### config.mk
export PLATFORM = sky130hd
export DESIGN_NAME = regfile_param
export DESIGN_NICKNAME = d
export VERILOG_FILES = /design/src/rtl/regfile_param.sv
export SDC_FILE = /design/constraint.sdc
export NUM_CORES = 1
export LEC_CHECK = 0
export CORE_MARGIN = 1.5
export CORE_UTILIZATION = 54
export DETAILED_ROUTE_END_ITERATION = 6
export PLACE_DENSITY = 0.88
export SYNTH_ARGS = -nofsm -noshare
export SYNTH_HDL_FRONTEND = slang
export SYNTH_SLANG_ARGS = --single-unit
### constraint.sdc
create_clock -name clock -period 18.4 [get_ports clock]
set_clock_uncertainty 0.15 [all_clocks]
set_input_delay 3.68 -clock clock [delete_from_list [all_inputs] [get_ports clock]]
set_output_delay 3.68 -clock clock [all_outputs]
set_load 0.01 [all_outputs]
### src/rtl/regfile_param.sv
// regfile_param: NREG x DW register file with PC (top index), link register (NREG-2),
// busy scoreboard and NRD combinational read ports. Define REGFILE_BYPASS_EN for write-to-read forwarding.
module regfile_param #(
  parameter int DW = 32,
  parameter int NREG = 16,
  parameter int AW = 4,
  parameter int NRD = 3,
  parameter logic [DW-1:0] PC_RESET = '0
) (
  input  logic              clock,
  input  logic              reset,
  input  logic              ld,
  input  logic [AW-1:0]     wr_addr,
  input  logic [DW-1:0]     wr_data,
  input  logic              bl,
  input  logic [DW-1:0]     pc_4_in,
  input  logic              pce,
  input  logic [DW-1:0]     pc_in,
  input  logic [NRD*AW-1:0] rd_addr,
  output logic [NRD*DW-1:0] rd_data,
  output logic [DW-1:0]     pc_out,
  input  logic              busy_set,
  input  logic [AW-1:0]     busy_addr,
  output logic [NREG-1:0]   busy,
  output logic [NRD-1:0]    rd_busy
);
  localparam logic [AW-1:0] PC_IDX = AW'(NREG - 1);
  localparam logic [AW-1:0] LR_IDX = AW'(NREG - 2);

  logic [DW-1:0]   regs [NREG-1];
  logic [DW-1:0]   pc_q;
  logic [NREG-1:0] busy_q;
  logic [NREG-1:0] busy_nxt;
  logic [DW-1:0]   view [NREG];
  logic            wr_ok;

  // The general write port never targets the PC slot.
  assign wr_ok = ld && (wr_addr != PC_IDX);

  always_ff @(posedge clock or posedge reset) begin
    if (reset) begin
      for (int i = 0; i < NREG - 1; i++) regs[i] <= '0;
      pc_q   <= PC_RESET;
      busy_q <= '0;
    end else begin
      for (int i = 0; i < NREG - 1; i++) begin
        if (bl && (AW'(i) == LR_IDX))        regs[i] <= pc_4_in;
        else if (wr_ok && (AW'(i) == wr_addr)) regs[i] <= wr_data;
      end
      if (pce) pc_q <= pc_in;
      busy_q <= busy_nxt;
    end
  end

  // Clears first, then set, so a same-index set wins.
  always_comb begin
    busy_nxt = busy_q;
    if (wr_ok) busy_nxt[wr_addr] = 1'b0;
    if (bl)    busy_nxt[LR_IDX]  = 1'b0;
    if (busy_set && (busy_addr != PC_IDX)) busy_nxt[busy_addr] = 1'b1;
    busy_nxt[NREG-1] = 1'b0;
  end

  always_comb begin
    for (int i = 0; i < NREG - 1; i++) view[i] = regs[i];
    view[NREG-1] = pc_q;
  end

  always_comb begin
    logic [AW-1:0] a;
    a       = '0;
    rd_data = '0;
    rd_busy = '0;
    for (int k = 0; k < NRD; k++) begin
      a = rd_addr[k*AW +: AW];
      rd_data[k*DW +: DW] = view[a];
      rd_busy[k]          = busy_q[a];
`ifdef REGFILE_BYPASS_EN
      // Link write has priority over the general port for LR; PC is never forwarded.
      if (bl && (a == LR_IDX)) begin
        rd_data[k*DW +: DW] = pc_4_in;
        rd_busy[k]          = 1'b0;
      end else if (wr_ok && (a == wr_addr)) begin
        rd_data[k*DW +: DW] = wr_data;
        rd_busy[k]          = 1'b0;
      end
`endif
    end
  end

  assign pc_out = pc_q;
  assign busy   = busy_q;

endmodule
**Yosys cells after proc, flatten, opt, wreduce, memory -nomap -nowiden**

Cells that the tools add are included.

- $lt $le $gt $ge: 10
- Bitwise gates (word level): 6
- Eq/ne operators: 16
- Muxes and demuxes: 24
- Reductions and logical operators: 21

Operator list:

| cell | count |
|---|---|
| binary-select mux 32 bit (select 4 bit) | 3 |
| two-way mux 32 bit | 8 |
| two-way mux 15 bit | 2 |
| equality test 4 bit (first input constant) | 7 |
| < comparator 4 x 5 -> 1 bit (second input constant) | 5 |
| logical AND 1 bit | 19 |
| equality test 3 x 4 -> 1 bit (first input constant) | 4 |
| AND 15 bit | 1 |
| >= comparator 5 bit (second input constant) | 3 |
| inverter 15 bit | 1 |
| inverter 4 -> 5 bit | 3 |
| bitwise OR 15 bit | 1 |
| binary-select mux 1 bit (select 4 bit) | 3 |
| demux 1 bit (select 4 bit) | 2 |
| equality test 2 x 4 -> 1 bit (first input constant) | 2 |
| >= comparator 4 x 1 -> 1 bit (second input constant) | 2 |
| != test 4 bit (second input constant) | 2 |
| two-way mux 1 bit | 6 |
| equality test 1 x 4 -> 1 bit (first input constant) | 1 |
| logical NOT 4 bit | 1 |
| nonzero test 2 bit | 1 |

- Input port bits: 122
- Output and inout port bits: 147
- Logic and storage cells: 94
- Register bits: 527

**Depth between registers and ports, before layout**

Gate-level depths: netlist of run 1.

- Depth in word-level cells: 10
- Gate-level depth with buffers: 7
- Gate-level depth less buffers: 3

**Worst setup path after synthesis of run 1**

No wires, ideal clock.

- Path kind: in2out
- Start point: input rd_addr[4]
- End point: output rd_data[33]
- Arrival time: 4.978 ns
- Cell stages on the path: 7
- Path buffers: 4
- Setup slack: 9.592 ns
- Data required time: 14.570 ns
- Cell sequence: buf_2 -> buf_6 -> buf_4 -> buf_2 -> mux4_2 -> a22oi_1 -> nand2_1

- Longest elaborated chain between the ends: 4

RTL lines:

| element | RTL line | RTL |
|---|---|---|
| from (decl) | 19 | `input logic [NRD*AW-1:0] rd_addr,` |
| inverter 4 -> 5 bit (not written as such) | 76 | `rd_data[k*DW +: DW] = view[a];` |
| binary-select mux 32 bit (select 4 bit) | 76 |  |
| two-way mux 32 bit (not written as such) (2 in series) | 76 |  |
| to (decl) | 20 | `output logic [NRD*DW-1:0] rd_data,` |

Every way passes these cells. The select of a mux whose other input is x is not followed.

**Worst setup path in the final report of run 1**

- Start point: input rd_addr[5]
- End point: output rd_data[58]

The elaborated chain is that of the path after synthesis.

==> summary.md, run 1 <==
| Metric | Value |
|---|---|
| Overall Power | 4.02 mW |
| Port-buffer cells | 267 |
| Via count | 23,500 |
| Worst EP arrival | 7180 ps |
| Max-Slew Margin vs Limit | 0.125 |
| Initial antenna violation count | 7 |
| DP HPWL | 59.5 mm |
| Clk sinks | 527 |
| Cell Pwr Density | 110 nW/µm² |
| Post-CTS setup buffer count | 0 |
| Routed vias/inst | 7.57 |
| Synth Flop Type | dfrtp_1 |
| GP Congestion | 0.843 |
| Ys async rst share | 1.00 |
| Most frequent cells in the layout | dfrtp_1, mux2_2, mux4_2, clkdlybuf4s50_1, a22oi_1 |
| First-pass GRT wire length | 156 mm |
| Final Cycle Share | 0.598 |
| Hold_ws | 401 ps |
| Total CTS buffers | 56 |
| Total Wirelength | 103 mm |
| Hold_buf cts | 0 |
| Root Driver | clkbuf_16 |
| Critical path's slowest cell | buf_4 |
| Die W | 246 µm |
| Netlist Area Pre-Place | 31,800 µm² |
| Drt wl/cell | 33.1 µm |
| Core Region | 57,900 µm² |
| Pin count of the biggest net entering global routing | 84 |
| Clk_lat worst skew | 620 ps |
| Longest Clk Path Bufs | 3 |
| RSZ-0062 raised after global routing | false |
| Max-slew violations | 0 |
| Worst hold-check path type | reg2reg |
| Initial Util | 0.549 |
| Yosys reg bits | 527 |
| Highest clock rate | 90.8 MHz |
| CP Launch Type | input pin |
| Reg clk slew, reported paths | 50 ps |
| H-tree depth | 2 |
| Placed cells | 2,995 |
| Syn_area_per_cell | 14.7 µm² |
| Crit-path max FO | 47 |
| Pleak | 14.6 nW |
| Die Span Y | 246 µm |
| Post-route ant nets | 0 |
| Worst setup EP type | output pin |
| Crit path cell chain | buf_6 -> buf_4 -> buf_4 -> mux4_2 -> a22oi_1 -> nand2_1 -> clkdlybuf4s50_1 |
| Share of layout cells above drive strength 1 | 0.449 |
| Max incr delay on CP | 770 ps |
| Final non-filler cell total | 3,097 |
| Slew @ Worst Pin | 1310 ps |
| CP required | 14,570 ps |
| Starting DRT DRC Count | 3,254 |
| Number of flops mapped to enable cells by yosys | 0 |
| Top Ports | 269 |
| Outcome | complete, no violations |
| Post-CTS sizing | 0 |
| Number of global-route vias before repair | 25,100 |
| Post-synth cell types | 35 |
| Maximum VDD drop | 71.5 µV |
| Area Overhead vs Synth | 15.4% |
| Total Routing Usage GR | 0.346 |
| Overflow after GRT | 0 |
| Setup CP Type | in2out |
| Most Frequent Cell on Critical Path | buf_4 |
| First drt pass iteration count | 6 |
| Nets@finish | 2,410 |
| DRC | 0 |
| Seq/Total Area, Yosys | 0.415 |
| TNS Setup | 0 ps |
| Die ar. | 60,300 µm² |
| Shortest period the worst path allows | 11,010 ps |
| Synthesized Nets | 2,281 |
| Max-Cap Viols | 0 |
| Final setup viols | 0 |
| TritonCTS clock tree | built |
| Commonest non-fill, non-tap cell in the layout | dfrtp_1 |
| Gate Count Post-Synth | 2,159 |
| Hold Vio Cnt, Final | 0 |
| Rows | 88 |
| Ys Warns | 0 |
power by group:
group	leakage, nW	switching, mW	total, mW	internal (mW)
combinational	7.24	0.435	1.13	0.699
clock	0.971	0.485	1.21	0.722
sequential	6.41	0.270	1.68	1.41
total	14.6	1.19	4.02	2.83
worst paths after layout:
| kind | startpoint | to | slack, ps | cells after the start |
|---|---|---|---|---|
| setup / recovery | rd_addr[5] | rd_data[58] | 7390 | 7 |
| hold / removal | regs[252] | regs[252] | 400 | 1 |
| setup reg to reg | pc_out[17] | pc_out[17] | 17330 | 1 |
| hold reg to reg | regs[252] | regs[252] | 400 | 1 |
| max in group asynchronous | reset | regs[462] | 11510 | 5 |
| min in group asynchronous | reset | pc_out[8] | 3440 | 2 |
metal layers:
metal	routed length, µm	GRT usage	vias up
met1	34700	0.434	12100
met4	5880	0.181	8
li1	-	-	8885
met5	92	0	-
met3	14600	0.132	470
met2	47300	0.523	1952
stage by stage:
stage,util,area [µm²],setup slack (ps)
final,0.633,36700,7390
after floorplan,-,31800,7410
after detailed placement,0.600,34700,7450
after global placement,0.600,34700,7490
after CTS,0.633,36700,7430
after global routing,0.633,36700,7270
synth_stat cells (3+ instances only):
cell type | instances | area share
dfrtp_1 | 527 | 0.41
mux2_2 | 451 | 0.16
mux4_2 | 390 | 0.28
a22oi_1 | 195 | 0.046
clkbuf_1 | 107 | 0.013
nand2_1 | 103 | 0.012
buf_2 | 100 | 0.016
nor2_1 | 46 | 0.0054
o21ai_0 | 46 | 0.0072
nand3_1 | 34 | 0.0054
a31oi_1 | 32 | 0.0063
mux2_4 | 29 | 0.014
buf_4 | 19 | 0.0045
buf_6 | 12 | 0.0043
nor2b_1 | 11 | 0.0022
mux2i_1 | 9 | 0.0028
nand3b_1 | 6 | 0.0014
inv_1 | 5 | 0.00059
a32o_1 | 4 | 0.0013
buf_1 | 4 | 0.00047
nand2b_1 | 4 | 0.00079
o211ai_1 | 4 | 0.00094
a22o_1 | 3 | 0.00083
a31o_2 | 3 | 0.00083
and2_1 | 3 | 0.00059
layout make-up:
class                           count  area, µm²
Fill cell                        4032      21200
Antenna cell                        2       5.00
Clock buffer                       80       1660
Multi-Input combinational cell   1385      17500
Sequential cell                   527      13200
Clock inverter                     20        283
Tap cell                          765        957
Inverter                            5       22.5
Timing Repair Buffer              313       3030
worst max-delay path, delay by kind of cell:
kind                   cells  cell delay (ps)
buffers and inverters      4             2440
AO/OA/AOI/OAI              1              230
multiplexers               1              590
AND/OR/NAND/NOR            1              160
state kept, by name, summed over array words and instances, names as in the netlist:
signal and count:
regs 480, busy 15, pc_out 32
logic make-up (layout without fill, tap and decap cells):
| family | count (synthesis) | after routing | share of synthesized area |
|---|---|---|---|
| buffers and inverters | 247 | 418 | 0.0382 |
| DFF | 527 | 527 | 0.415 |
| and+or+nand+nor | 214 | 214 | 0.0299 |
| other | 1 | 3 | 0.000118 |
| muxes | 879 | 879 | 0.453 |
| AOI/OAI and AO/OA | 291 | 291 | 0.0644 |
Power figures use the tool's default switching activity.
==> run 2, diff against run 1 <==
==> constraint.sdc (replaced) <==
create_clock -name clock -period 9.5 [get_ports clock]
set_clock_uncertainty 0.15 [all_clocks]
set_input_delay 1.9 -clock clock [delete_from_list [all_inputs] [get_ports clock]]
set_output_delay 1.9 -clock clock [all_outputs]
set_load 0.01 [all_outputs]
==> summary.md, run 2 (same netlist as run 1, synthesis figures left out) <==
| Metric | Value |
|---|---|
| Outcome | finished with violations (was complete, no violations) |
| Failing checks | DRC |
| Longest Clk Path Bufs | 3 (unchanged) |
| Max-Slew Margin vs Limit | 0.203 (was 0.125) |
| Multi-input logic area | 17,500 µm² (about the same) |
| DRC | 2 (was 0) |
| First-pass GRT wire length | 153 mm (was 156 mm) |
| R2R setup slack | 8430 ps (was 17,330 ps) |
| CP delay by family, top | buffers and inverters (unchanged) |
| Hold endpoint | regs[100] (was regs[252]) |
| Most frequent cells in the layout | dfrtp_1, mux2_2, mux4_2, clkdlybuf4s50_1, a22oi_1 (unchanged) |
| Via count | 23,400 (was 23,500) |
| Commonest non-fill, non-tap cell in the layout | dfrtp_1 (unchanged) |
| Drt wl/cell | 32.6 µm (was 33.1 µm) |
| Max-slew violations | 0 (unchanged) |
| Worst setup margin | 2600 ps (was 7390 ps) |
| GRT met2 Usage | 0.513 (was 0.523) |
| Shortest period the worst path allows | 6900 ps |
| Highest clock rate | 145 MHz |
| Setup CP Type | in2out (unchanged) |
| DP HPWL | 59.1 mm (was 59.5 mm) |
| Total CTS buffers | 57 (was 56) |
| Max-Cap Viols | 0 (unchanged) |
| Clk sinks | 527 (unchanged) |
| Most Frequent Cell on Critical Path | clkdlybuf4s50_1 (was buf_4) |
| Rows | 88 (unchanged) |
| Hold Vio Cnt, Final | 0 (unchanged) |
| Post-route ant nets | 0 (unchanged) |
| Starting DRT DRC Count | 3,406 (was 3,254) |
| Slew @ Worst Pin | 1200 ps (was 1310 ps) |
| Hold_buf cts | 0 (unchanged) |
| Total Wirelength | 101 mm (was 103 mm) |
| Cells on Worst Hold Path | 1 (unchanged) |
| Worst Setup SP | rd_addr[3] (was rd_addr[5]) |
| Reg clk slew, reported paths | 60 ps (was 50 ps) |
| GP Congestion | 0.889 (was 0.843) |
| Routed vias/inst | 7.53 (was 7.57) |
| Initial Util | 0.549 (unchanged) |
| RSZ-0062 raised after global routing | false (unchanged) |
| Final Cycle Share | 0.726 |
| TNS Setup | 0 ps (unchanged) |
| Worst EP arrival | 4850 ps (was 7180 ps) |
| Reg2reg start | pc_out[9] (was pc_out[17]) |
| Root Driver | clkbuf_16 (unchanged) |
| Largest Register | regs (unchanged) |
| Post-CTS setup buffer count | 0 (unchanged) |
| Min-delay src | regs[100] (was regs[252]) |
| Clk_lat worst skew | 630 ps (was 620 ps) |
| First drt pass iteration count | 7 (was 6) |
| Max FFs per register | 480 (unchanged) |
| CP required | 7450 ps (was 14,570 ps) |
| Die Span Y | 246 µm (unchanged) |
| M1 GR Usage | 0.439 (was 0.434) |
| Port-buffer cells | 267 (unchanged) |
| Initial antenna violation count | 9 (was 7) |
| R2R depth | 1 (unchanged) |
| Worst hold-check path type | reg2reg (unchanged) |
| Crit path cell chain | clkdlybuf4s50_1 -> and2_1 -> buf_4 -> a22oi_1 -> nand2_1 -> clkdlybuf4s50_1 (was buf_6 -> buf_4 -> buf_4 -> mux4_2 -> a22oi_1 -> nand2_1 -> clkdlybuf4s50_1) |
| Top Ports | 269 (unchanged) |
| Share of layout cells above drive strength 1 | 0.447 (was 0.449) |
| Overflow after GRT | 0 (unchanged) |
| Number of global-route vias before repair | 24,600 (was 25,100) |
| Die W | 246 µm (unchanged) |
| Worst setup EP type | output pin (unchanged) |
| CP Launch Type | input pin (unchanged) |
| Pleak | 14.6 nW (about the same) |
| Area Overhead vs Synth | 15.5% (was 15.4%) |
| Filler cells | 4,024 (was 4,032) |
| Crit-path max FO | 20 (was 47) |
| Max incr delay on CP | 820 ps (was 770 ps) |
| Post-CTS sizing | 0 (unchanged) |
| Nets@finish | 2,410 (unchanged) |
| Maximum VDD drop | 153 µV (was 71.5 µV) |
| Die ar. | 60,300 µm² (unchanged) |
| Total Routing Usage GR | 0.339 (was 0.346) |
| CP bufs+invs | 3 (was 4) |
| TritonCTS clock tree | built (unchanged) |
| Crit Reg-Reg Endpoint | pc_out[9] (was pc_out[17]) |
| Cell Pwr Density | 211 nW/µm² (was 110 nW/µm²) |
| Pin count of the biggest net entering global routing | 189 (was 84) |
| Critical path's slowest cell | and2_1 (was buf_4) |
| M3 GR Usage | 0.0994 (was 0.132) |
| Final setup viols | 0 (unchanged) |
| Pre-CTS WS | 2690 ps (was 7450 ps) |
| Core Region | 57,900 µm² (unchanged) |
| H-tree depth | 2 (unchanged) |
| Grt peak-use layer | met2 (unchanged) |
| Storage element area | 13,200 µm² (unchanged) |
run 2: cell types whose count changed in the layout (fill, tap and decap cells not counted), sizes merged:
cell / delta
clkinvlp: +1
clkinv: +2
inv: -1
clkbuf: +5
buf: -1
diode: +5
bufinv: -3
run 2: worst max-delay path by stage:
stage / to / slack (ps) / cells after the start
after floorplan: busy[0] / 290 / 1
after global placement: rd_data[35] / 2710 / 6
after detailed placement: rd_data[43] / 2690 / 6
after CTS: rd_data[43] / 2680 / 6
after global routing: rd_data[5] / 2530 / 6
final: rd_data[17] / 2600 / 6
run 2: stage by stage:
step                hold slack [ps]  instances  instance area (µm²)  power, mW   util
finish                          401       3105                36700       7.73  0.634
CTS                             400       3098                36700       7.70  0.633
floorplan                       358       2159                31800       4.63      -
global route                    419       3103                36700       8.00  0.634
detailed placement              386       2994                34800       5.41  0.600
global placement                366       2994                34800       5.25  0.600
run 2: area by class of cell:
type / instances / share of cell area
multi-input combinational: 1385 / 0.478
sequential: 527 / 0.359
timing repair buffer: 312 / 0.0840
clock buffer: 85 / 0.0459
tap: 765 / 0.0261
clock inverter: 19 / 0.00610
inverter: 5 / 0.000614
antenna: 7 / 0.000477
run 2: power breakdown:
part	internal, mW	leakage (nW)	switching [mW]	total (mW)
Clock	1.33	0.940	0.951	2.28
Combinational	1.36	7.25	0.849	2.21
Sequential	2.73	6.41	0.515	3.25
Total	5.42	14.6	2.31	7.73
run 2: metal layers:
metal  part of all wire  up-vias
met5            0.00095        -
met4              0.059        8
met3               0.14      429
met2               0.46     1992
met1               0.34    12100
li1                   -     8902
